$ cat config.mk
export PLATFORM = sky130hd
export DESIGN_NAME = uart_frame_rx_ctrl_flat
export DESIGN_NICKNAME = d
export VERILOG_FILES = /design/src/rtl/uart_frame_pkg.sv /design/src/rtl/uart_frame_rx_ctrl_if.sv /design/src/rtl/uart_frame_timeout.sv /design/src/rtl/uart_frame_rx_ctrl.sv /design/src/flat_wrapper.sv
export SDC_FILE = /design/constraint.sdc
export NUM_CORES = 1
export LEC_CHECK = 0
export BUFFER_PORTS_ARGS = -buffer_cell sky130_fd_sc_hd__buf_2
export CORE_UTILIZATION = 49
export CTS_CLUSTER_DIAMETER = 120
export CTS_CLUSTER_SIZE = 28
export DETAILED_ROUTE_END_ITERATION = 10
export GPL_TIMING_DRIVEN = 1
export PLACE_DENSITY = 0.69
export SLEW_MARGIN = 0
export SYNTH_ARGS = -nofsm -noshare
export SYNTH_HDL_FRONTEND = slang
export SYNTH_SLANG_ARGS = --single-unit
$ cat constraint.sdc
create_clock -name clk -period 4.1 [get_ports clk]
set_input_delay 0.41 -clock clk [delete_from_list [all_inputs] [get_ports clk]]
set_output_delay 0.41 -clock clk [all_outputs]
set_load 0.05 [all_outputs]
$ cat src/rtl/uart_frame_pkg.sv
// Shared constants for the UART frame receive controller: FSM encoding,
// error codes, default sync byte and a saturating increment helper.
package uart_frame_pkg;

    typedef logic [1:0] state_t;

    localparam state_t ST_HUNT    = 2'd0;
    localparam state_t ST_TYPE    = 2'd1;
    localparam state_t ST_PAYLOAD = 2'd2;
    localparam state_t ST_CHECK   = 2'd3;

    typedef logic [1:0] err_code_t;

    localparam err_code_t ERR_NONE    = 2'd0;
    localparam err_code_t ERR_CHK     = 2'd1;
    localparam err_code_t ERR_TIMEOUT = 2'd2;
    localparam err_code_t ERR_OVERRUN = 2'd3;

    localparam logic [7:0] DEFAULT_SYNC_BYTE = 8'hA5;

    function automatic logic [7:0] sat_inc8(input logic [7:0] v);
        return (v == 8'hFF) ? v : v + 8'd1;
    endfunction

endpackage

$ cat src/rtl/uart_frame_rx_ctrl_if.sv
// Byte-strobe input, frame handshake and error status of the frame receiver.
// master = byte receiver / game logic side, slave = uart_frame_rx_ctrl.
interface uart_frame_rx_ctrl_if
    import uart_frame_pkg::*;
#(
    parameter int PAYLOAD_LEN = 4
);
    logic                     rx_done_tick;
    logic [7:0]               rx_byte;
    logic                     frame_ack;
    logic                     frame_pending;
    logic [7:0]               frame_type;
    logic [PAYLOAD_LEN*8-1:0] frame_payload;
    logic                     err_tick;
    err_code_t                err_code;
    logic [7:0]               err_count;

    modport master (
        output rx_done_tick, rx_byte, frame_ack,
        input  frame_pending, frame_type, frame_payload, err_tick, err_code, err_count
    );

    modport slave (
        input  rx_done_tick, rx_byte, frame_ack,
        output frame_pending, frame_type, frame_payload, err_tick, err_code, err_count
    );
endinterface

$ cat src/rtl/uart_frame_timeout.sv
// Inter-byte timeout counter: counts idle cycles while enabled, clears on a byte,
// and pulses expired when TIMEOUT_CYCLES-1 is reached without a byte.
module uart_frame_timeout #(
    parameter int TIMEOUT_CYCLES = 100000
) (
    input  logic clk,
    input  logic reset,
    input  logic enable,
    input  logic clear,
    output logic expired
);
    localparam int CNT_W = $clog2(TIMEOUT_CYCLES);
    localparam logic [CNT_W-1:0] TC = CNT_W'(TIMEOUT_CYCLES - 1);

    logic [CNT_W-1:0] cnt_q, cnt_d;

    always_comb begin
        cnt_d   = cnt_q;
        expired = 1'b0;
        if (!enable || clear) begin
            cnt_d = '0;
        end else if (cnt_q == TC) begin
            expired = 1'b1;
            cnt_d   = '0;
        end else begin
            cnt_d = cnt_q + 1'b1;
        end
    end

    always_ff @(posedge clk or posedge reset) begin
        if (reset) cnt_q <= '0;
        else       cnt_q <= cnt_d;
    end

endmodule

$ cat src/rtl/uart_frame_rx_ctrl.sv
// Frame-level receive controller: sync hunt, packet assembly, pending/ack hand-off,
// timeout/overrun errors. Define UART_FRAME_CHECKSUM_EN to add the trailing XOR byte.
//
// state      | meaning
// -----------+------------------------------------------------
// ST_HUNT    | discard bytes until SYNC_BYTE
// ST_TYPE    | next byte is the frame type
// ST_PAYLOAD | collect PAYLOAD_LEN payload bytes
// ST_CHECK   | compare received checksum (checksum build only)
module uart_frame_rx_ctrl
    import uart_frame_pkg::*;
#(
    parameter logic [7:0] SYNC_BYTE      = DEFAULT_SYNC_BYTE,
    parameter int         PAYLOAD_LEN    = 4,
    parameter int         TIMEOUT_CYCLES = 100000
) (
    input  logic                 clk,
    input  logic                 reset,
    uart_frame_rx_ctrl_if.slave  bus
);
    localparam int IDX_W = 4;
    localparam int PL_W  = PAYLOAD_LEN * 8;
    localparam logic [IDX_W-1:0] LAST_IDX = IDX_W'(PAYLOAD_LEN - 1);

    state_t           state_q, state_d;
    logic [IDX_W-1:0] idx_q, idx_d;
    logic [7:0]       type_sh_q, type_sh_d;
    logic [PL_W-1:0]  shadow_q, shadow_d;
    logic             pend_q, pend_d;
    logic [7:0]       ftype_q, ftype_d;
    logic [PL_W-1:0]  fpay_q, fpay_d;
    logic             etick_q, etick_d;
    err_code_t        ecode_q, ecode_d;
    logic [7:0]       ecnt_q, ecnt_d;
`ifdef UART_FRAME_CHECKSUM_EN
    logic [7:0]       chk_q, chk_d;
`endif

    logic      expired;
    logic      complete;
    logic      err_raise;
    err_code_t err_sel;

    uart_frame_timeout #(
        .TIMEOUT_CYCLES (TIMEOUT_CYCLES)
    ) u_timeout (
        .clk     (clk),
        .reset   (reset),
        .enable  (state_q != ST_HUNT),
        .clear   (bus.rx_done_tick),
        .expired (expired)
    );

    always_comb begin
        state_d   = state_q;
        idx_d     = idx_q;
        type_sh_d = type_sh_q;
        shadow_d  = shadow_q;
        pend_d    = pend_q & ~bus.frame_ack;
        ftype_d   = ftype_q;
        fpay_d    = fpay_q;
        etick_d   = 1'b0;
        ecode_d   = ecode_q;
        ecnt_d    = ecnt_q;
`ifdef UART_FRAME_CHECKSUM_EN
        chk_d     = chk_q;
`endif
        complete  = 1'b0;
        err_raise = 1'b0;
        err_sel   = ERR_NONE;

        // expired is never asserted in a byte cycle, so a late byte always wins
        if (expired) begin
            err_raise = 1'b1;
            err_sel   = ERR_TIMEOUT;
            state_d   = ST_HUNT;
            idx_d     = '0;
        end else if (bus.rx_done_tick) begin
            case (state_q)
                ST_HUNT: begin
                    if (bus.rx_byte == SYNC_BYTE) state_d = ST_TYPE;
                end
                ST_TYPE: begin
                    type_sh_d = bus.rx_byte;
`ifdef UART_FRAME_CHECKSUM_EN
                    chk_d     = bus.rx_byte;
`endif
                    idx_d     = '0;
                    state_d   = ST_PAYLOAD;
                end
                ST_PAYLOAD: begin
                    shadow_d[int'(idx_q)*8 +: 8] = bus.rx_byte;
`ifdef UART_FRAME_CHECKSUM_EN
                    chk_d = chk_q ^ bus.rx_byte;
`endif
                    if (idx_q == LAST_IDX) begin
                        idx_d = '0;
`ifdef UART_FRAME_CHECKSUM_EN
                        state_d = ST_CHECK;
`else
                        complete = 1'b1;
                        state_d  = ST_HUNT;
`endif
                    end else begin
                        idx_d = idx_q + 1'b1;
                    end
                end
`ifdef UART_FRAME_CHECKSUM_EN
                ST_CHECK: begin
                    if (bus.rx_byte == chk_q) begin
                        complete = 1'b1;
                    end else begin
                        err_raise = 1'b1;
                        err_sel   = ERR_CHK;
                    end
                    state_d = ST_HUNT;
                end
`endif
                default: state_d = ST_HUNT;
            endcase
        end

        if (complete) begin
            if (!pend_q || bus.frame_ack) begin
                pend_d  = 1'b1;
                ftype_d = type_sh_q;
                fpay_d  = shadow_d;
            end else begin
                err_raise = 1'b1;
                err_sel   = ERR_OVERRUN;
            end
        end

        if (err_raise) begin
            etick_d = 1'b1;
            ecode_d = err_sel;
            ecnt_d  = sat_inc8(ecnt_q);
        end
    end

    always_ff @(posedge clk or posedge reset) begin
        if (reset) begin
            state_q   <= ST_HUNT;
            idx_q     <= '0;
            type_sh_q <= '0;
            shadow_q  <= '0;
            pend_q    <= 1'b0;
            ftype_q   <= '0;
            fpay_q    <= '0;
            etick_q   <= 1'b0;
            ecode_q   <= ERR_NONE;
            ecnt_q    <= '0;
`ifdef UART_FRAME_CHECKSUM_EN
            chk_q     <= '0;
`endif
        end else begin
            state_q   <= state_d;
            idx_q     <= idx_d;
            type_sh_q <= type_sh_d;
            shadow_q  <= shadow_d;
            pend_q    <= pend_d;
            ftype_q   <= ftype_d;
            fpay_q    <= fpay_d;
            etick_q   <= etick_d;
            ecode_q   <= ecode_d;
            ecnt_q    <= ecnt_d;
`ifdef UART_FRAME_CHECKSUM_EN
            chk_q     <= chk_d;
`endif
        end
    end

    assign bus.frame_pending = pend_q;
    assign bus.frame_type    = ftype_q;
    assign bus.frame_payload = fpay_q;
    assign bus.err_tick      = etick_q;
    assign bus.err_code      = ecode_q;
    assign bus.err_count     = ecnt_q;

endmodule

$ cat src/flat_wrapper.sv
// flat-port wrapper written by rule: the top's interface ports become plain ports
module uart_frame_rx_ctrl_flat import uart_frame_pkg::*;
#(
    parameter logic [7:0] SYNC_BYTE      = DEFAULT_SYNC_BYTE,
    parameter int         PAYLOAD_LEN    = 4,
    parameter int         TIMEOUT_CYCLES = 100000
)
  (clk, reset, bus_rx_done_tick, bus_rx_byte, bus_frame_ack, bus_frame_pending, bus_frame_type, bus_frame_payload, bus_err_tick, bus_err_code, bus_err_count);
  uart_frame_rx_ctrl_if #(.PAYLOAD_LEN(PAYLOAD_LEN)) bus_i ();
  input  logic clk;
  input  logic reset;
  input wire logic [$bits(bus_i.rx_done_tick)-1:0] bus_rx_done_tick;
  input wire logic [$bits(bus_i.rx_byte)-1:0] bus_rx_byte;
  input wire logic [$bits(bus_i.frame_ack)-1:0] bus_frame_ack;
  output wire logic [$bits(bus_i.frame_pending)-1:0] bus_frame_pending;
  output wire logic [$bits(bus_i.frame_type)-1:0] bus_frame_type;
  output wire logic [$bits(bus_i.frame_payload)-1:0] bus_frame_payload;
  output wire logic [$bits(bus_i.err_tick)-1:0] bus_err_tick;
  output wire logic [$bits(bus_i.err_code)-1:0] bus_err_code;
  output wire logic [$bits(bus_i.err_count)-1:0] bus_err_count;
  assign bus_i.rx_done_tick = bus_rx_done_tick;
  assign bus_i.rx_byte = bus_rx_byte;
  assign bus_i.frame_ack = bus_frame_ack;
  assign bus_frame_pending = bus_i.frame_pending;
  assign bus_frame_type = bus_i.frame_type;
  assign bus_frame_payload = bus_i.frame_payload;
  assign bus_err_tick = bus_i.err_tick;
  assign bus_err_code = bus_i.err_code;
  assign bus_err_count = bus_i.err_count;
  uart_frame_rx_ctrl #(.SYNC_BYTE(SYNC_BYTE), .PAYLOAD_LEN(PAYLOAD_LEN), .TIMEOUT_CYCLES(TIMEOUT_CYCLES)) u_core (.clk(clk), .reset(reset), .bus(bus_i));
endmodule
== Yosys cells after proc, flatten, opt, wreduce, memory -nomap -nowiden ==
Index checks and enable logic that the tools add are counted.
Widths: inputs -> output; s select.
Word-level totals
  logic and storage cells: 72
  output and inout bits: 52
  register bits after elaboration: 115
Cells by class
  add/sub/neg operators: 4
  shift-type cells: 2
  reduce and logical (&&, ||, !) cells: 13
  bitwise gates (word level): 4
  eq/ne operators: 8
  mux-type cells: 30
Operator list (count)
  $mux 32: 3
  $mux 17: 2
  $neg 7->33: 1
  $shift 8x33->32 const A: 1
  $shiftx 8x33->32: 1
  $bwmux 32: 1
  $add 17x1->17 const B: 1
  $eq 17x17->1 const B: 1
  $eq 8x8->1 const B: 2
  $mux 2: 7
  $mux 1: 12
  $mux 4: 3
  $add 8x1->8 const B: 1
  $pmux 4 s2: 1
  $ne 3x1->1 const B: 2
  $pmux 2 s3: 1
  $reduce_and 2->1: 3
  $reduce_and 3->1: 2
  $add 4x1->4 const B: 1
  $eq 4x2->1 const B: 1
  $reduce_bool 2->1: 2
  $not 1->1: 3
  $reduce_bool 3->1: 1
  $eq 2x1->1 const B: 1
  5 further kinds: 7

== Logic depth before layout (Yosys ltp) ==
  depth after elaboration: 8
  mapped depth: 9

== Cells and area by module ==
Synthesis repeated with hierarchy kept, for this count alone.
Second synthesis, totals
  cell total of the unflattened synthesis: 389
  area, all modules: 4916.0 µm²
By module, submodules not included
  uart_frame_rx_ctrl: cells an instance 301, area an instance 4031.4 µm², times used 1
  uart_frame_timeout: cells an instance 88, area an instance 884.6 µm², times used 1

== Least setup slack after synthesis ==
No wires, ideal clock.
  path kind: reg2reg
  start point: reg u_core.idx_q[0]
  end point: reg u_core.fpay_q[16] (netlist: u_core.bus.frame_payload[16])
  clock period less this slack: 3.005 ns
  slack: 1.095 ns
  path buffers: 1
  data required time: 3.975 ns
  cell stages (with the launch flop): 9
  arrival: 2.881 ns
  cells stage by stage: dfrtp_1 -> clkbuf_1 -> or3_2 -> ha_1 -> inv_1 -> or4b_1 -> a31oi_4 -> mux2_2 -> mux2_2
On the way
  word-level cells in the longest chain between the ends: 6
  elaborated cells between the ends (all ways): 13
  classes of those cells: add/sub (1); eq/ne (1); shift (2); mux (8); reduce/logical (1)
Ends and longest elaborated chain
  start, declared: line uart_frame_rx_ctrl.sv:26  | logic [IDX_W-1:0] idx_q, idx_d;
  start signal, assigned: line uart_frame_rx_ctrl.sv:158  | idx_q <= idx_d;
  $neg 7->33 *: line uart_frame_rx_ctrl.sv:92  | shadow_d[int'(idx_q)*8 +: 8] = bus.rx_byte;
  $shiftx 8x33->32 / $shift 8x33->32 (equally long branches): line uart_frame_rx_ctrl.sv:92
  $bwmux 32 *: line uart_frame_rx_ctrl.sv:92
  $mux 32 *: line uart_frame_rx_ctrl.sv:79  | case (state_q)
  $mux 32 *: line uart_frame_rx_ctrl.sv:78  | end else if (bus.rx_done_tick) begin
  $mux 32 *: line uart_frame_rx_ctrl.sv:73  | if (expired) begin
  net u_core.shadow_d[16]: line uart_frame_rx_ctrl.sv:28  | logic [PL_W-1:0] shadow_q, shadow_d;
  end signal, assigned: line uart_frame_rx_ctrl.sv:163  | fpay_q <= fpay_d;
  end, declared: line uart_frame_rx_ctrl.sv:31  | logic [PL_W-1:0] fpay_q, fpay_d;
Mark *: on every way through the listed nets, which the timed path passes. The rest lies on a longest branch.
A chain may end at the register's enable or synchronous reset.

== Worst setup path after layout ==
Same ends and word-level chain as after synthesis.

==> impl_metrics.json <==
{
  "gr-total-overflow": 0,
  "dpl.hpwl_um": 6210,
  "synth_edf_count": 0,
  "synth_cells": 376,
  "drv_slew": 0,
  "routedWlPerCell_um": 15.6,
  "start_util_pct": 50.7,
  "grt_antenna_before_repair": 0,
  "path_delay_family": "simple AND/OR/NAND/NOR gates",
  "drive_above_1_share_pct": 40.0,
  "cts_tree": "yes",
  "cp.buffers_inverters": 1,
  "p_int_mw": 2.55,
  "cp_slowest_stage_delay_ns": 0.58,
  "core_um2": 9770,
  "gp_congestion": 0.794,
  "num_io_pins": 64,
  "cts_max_level": 4,
  "finalCritPeriodShare_pct": 81.3,
  "period_minus_slack_ns": 3.33,
  "crit_type": "reg2reg",
  "critPathMaxFanout": 15,
  "grt_pass1_vias": 3122,
  "critPathRequiredTime_ns": 4.50,
  "syn_avg_cell_area_um2": 13.2,
  "crit_top_cell": "mux2_2",
  "clkLatencyLatePin_ns": 0.52,
  "skew_ns": 0.00666,
  "dieArea_um2": 10500,
  "yosysWarnings": 0,
  "synth_top_family_by_area": "multiplexers",
  "max-clock-path-buffers": 2,
  "final_common_cell": "dfrtp_1",
  "seqCellArea_um2": 2880,
  "clock-sinks": 115,
  "root_buffer": "clkbuf_8",
  "synthArstFlopShare_pct": 100,
  "max_freq_mhz": 300,
  "tns_ns": 0,
  "drtIter0Drc": 105,
  "grt_max_degree": 55,
  "antenna_cells": 0,
  "cts_made_buffers": 17,
  "vias": 3149,
  "fill_cells": 748,
  "worst_setup_path_end_kind": "flop",
  "portBuffers": 63,
  "setup_viol": 0,
  "post_drt_via_cell_ratio": 5.27,
  "final_core_util_pct": 62.0,
  "drv_cap": 0,
  "leakage_nw": 3.08,
  "multi_input_area_um2": 1970,
  "postCtsResizedCells": 0,
  "drtPass1Iterations": 4,
  "num_rows": 36,
  "synth_xor_xnor_area_share_pct": 3.54,
  "nets": 473,
  "clkPwrFrac_pct": 45.4,
  "grt_usage_pct": 19.7,
  "synth-seq-cells": 115,
  "synth_ff_type": "dfrtp_1",
  "max_slew_margin_pct": 53.3,
  "final_cell_mix": "dfrtp_1 (115), buf_2 (63), mux2_2 (61), nor2_1 (24), nand2_1 (18)",
  "synth_fp_nets": 396,
  "p_comb_share_pct": 15.5,
  "ys_types": 44,
  "die_w_um": 103,
  "synthMuxAreaShare_pct": 19.1,
  "sw_frac_of_total_pct": 26.1,
  "synth-adder-area-share_pct": 2.02,
  "post_cts_buffers": 0,
  "drc_errors": 0,
  "crit_path_top_delay_cell": "or4b_1",
  "wl_um": 9340,
  "holdWs_ns": -0.0153,
  "status": "finished with violations",
  "rsz0062_at_grt": "no",
  "arrival_ns": 3.73,
  "ant_nets": 0,
  "p_seq_share_pct": 39.1,
  "peakVddDrop_uv": 252,
  "path_clk_slew_ns": 0.06,
  "area.growth.synth_to_final_pct": 22.4,
  "die_h_um": 103,
  "grt_pass1_wl_um": 15500,
  "synthSimpleGateAreaFrac_pct": 11.4,
  "synth_compound_area_share_pct": 3.51,
  "p_per_area_nw_per_um2": 569,
  "cp_cell_sequence": "or3_2, ha_1, inv_1, or4b_1, a31oi_4, mux2_2, mux2_2",
  "hp-class": "in2async",
  "synth_area_um2": 4950,
  "tightest_slew_ns": 0.694,
  "holdBufCountCts": 0,
  "cp-start-kind": "flop",
  "synth_seq_area_share_pct": 58.1,
  "hold_viol_final": 11,
  "violations": "negative hold slack",
  "switching_power_uw": 901
}
[through the flow]
stage / power [mW] / std cells / cell area, um^2 / setup slack (ns) / hold WS (ns)
6_report: 3.45 / 598 / 6060 / 0.766 / -0.0153
3_3_place_gp: 1.87 / 567 / 5440 / 0.856 / 0.454
4_1_cts: 3.47 / 598 / 6060 / 0.782 / 0.00610
2_1_floorplan: 1.77 / 376 / 4950 / 0.646 / 0.449
3_5_place_dp: 1.89 / 567 / 5440 / 0.786 / 0.457
5_1_grt: 3.60 / 598 / 6060 / 0.630 / 0.0273
[registers in the layout, indices dropped and copies added (netlist names)]
name	flops
u_core.bus.frame_type	8
u_core.idx_q	4
u_core.bus.frame_payload	32
u_core.bus.err_count	8
u_core.bus.frame_pending	1
u_core.state_q	2
u_core.u_timeout.cnt_q	17
u_core.bus.err_code	2
u_core.shadow_q	32
u_core.bus.err_tick	1
u_core.type_sh_q	8
[final cells by class]
| class | instances | area share [%] |
|---|---|---|
| clock buffer | 19 | 6.95 |
| clock inverter | 12 | 3.38 |
| inverter | 16 | 1.03 |
| multi-input combinational | 234 | 32.5 |
| sequential | 115 | 47.5 |
| tap | 133 | 2.74 |
| timing repair buffer | 69 | 5.94 |
[metal layers]
| layer | global-route usage, % | vias up | share of wire [%] |
|---|---|---|---|
| li1 | - | 1484 | - |
| met1 | 27.3 | 1585 | 47 |
| met4 | 7.14 | 0 | 1.3 |
| met3 | 6.51 | 11 | 4.5 |
| met2 | 29.0 | 69 | 47 |
| met5 | 0 | - | 0 |
[worst reg2reg max path, cell delays in order, from the launching register on]
cell	delay [ns]
dfrtp_1	0.52
or3_2	0.52
ha_1	0.49
inv_1	0.12
or4b_1	0.58
a31oi_4	0.33
mux2_2	0.39
mux2_2	0.26
[worst paths after layout]
kind                                           endpoint                    from  depth (start not counted)  slack, ns
min in group clk                    u_core.type_sh_q[7]          bus_rx_byte[7]                          2       0.23
max                        u_core.bus.frame_payload[16]         u_core.idx_q[0]                          7       0.77
max reg2reg                u_core.bus.frame_payload[16]         u_core.idx_q[0]                          7       0.77
max in group asynchronous           u_core.type_sh_q[4]                   reset                          3       3.24
min reg2reg                      u_core.bus.err_code[1]  u_core.bus.err_code[1]                          1       0.48
min                        u_core.bus.frame_payload[25]                   reset                          2      -0.02
[cells in the mapped netlist, types with 2 or more instances]
master     number  area, um^2
a21oi_1         4        20.0
and2_1          3        18.8
and3_1         10        62.6
and4_1          2        17.5
buf_2           3        15.0
clkbuf_1        6        22.5
dfrtp_1       115        2880
ha_1            8         100
inv_1          16        60.1
mux2_2         61         687
mux2_4         16         240
mux2i_1         2        20.0
nand2_1        18        67.6
nand2b_1        4        25.0
nand3_1         7        35.0
nand4_1         6        37.5
nand4b_1        2        17.5
nor2_1         24        90.1
nor2b_1         3        18.8
nor3_1          6        30.0
o2111ai_1       3        26.3
o211ai_1        2        15.0
o21ai_0        10        50.1
o22ai_1         2        12.5
o31ai_1         3        22.5
or3_1           3        18.8
or4bb_1         2        22.5
xnor2_1        10        87.6
xor2_1         10        87.6
[logic make-up (layout without fill, tap and decap cells)]
group | after synthesis | in the layout
mux | 79 | 79
flops | 115 | 115
fa+ha+maj | 8 | 8
compound gates | 26 | 26
xor+xnor | 20 | 20
buf+inv | 27 | 116
simple gates | 101 | 101
[power by group through the flow]
stage	clock [mW]	combinational, mW	sequential [mW]
floorplan	0	0.381	1.39
finish	1.57	0.533	1.35
detailed placement	0	0.534	1.36
global route	1.65	0.590	1.36
CTS	1.59	0.535	1.35
global placement	0	0.511	1.36
No activity file was read; power rests on OpenSTA's default activity.
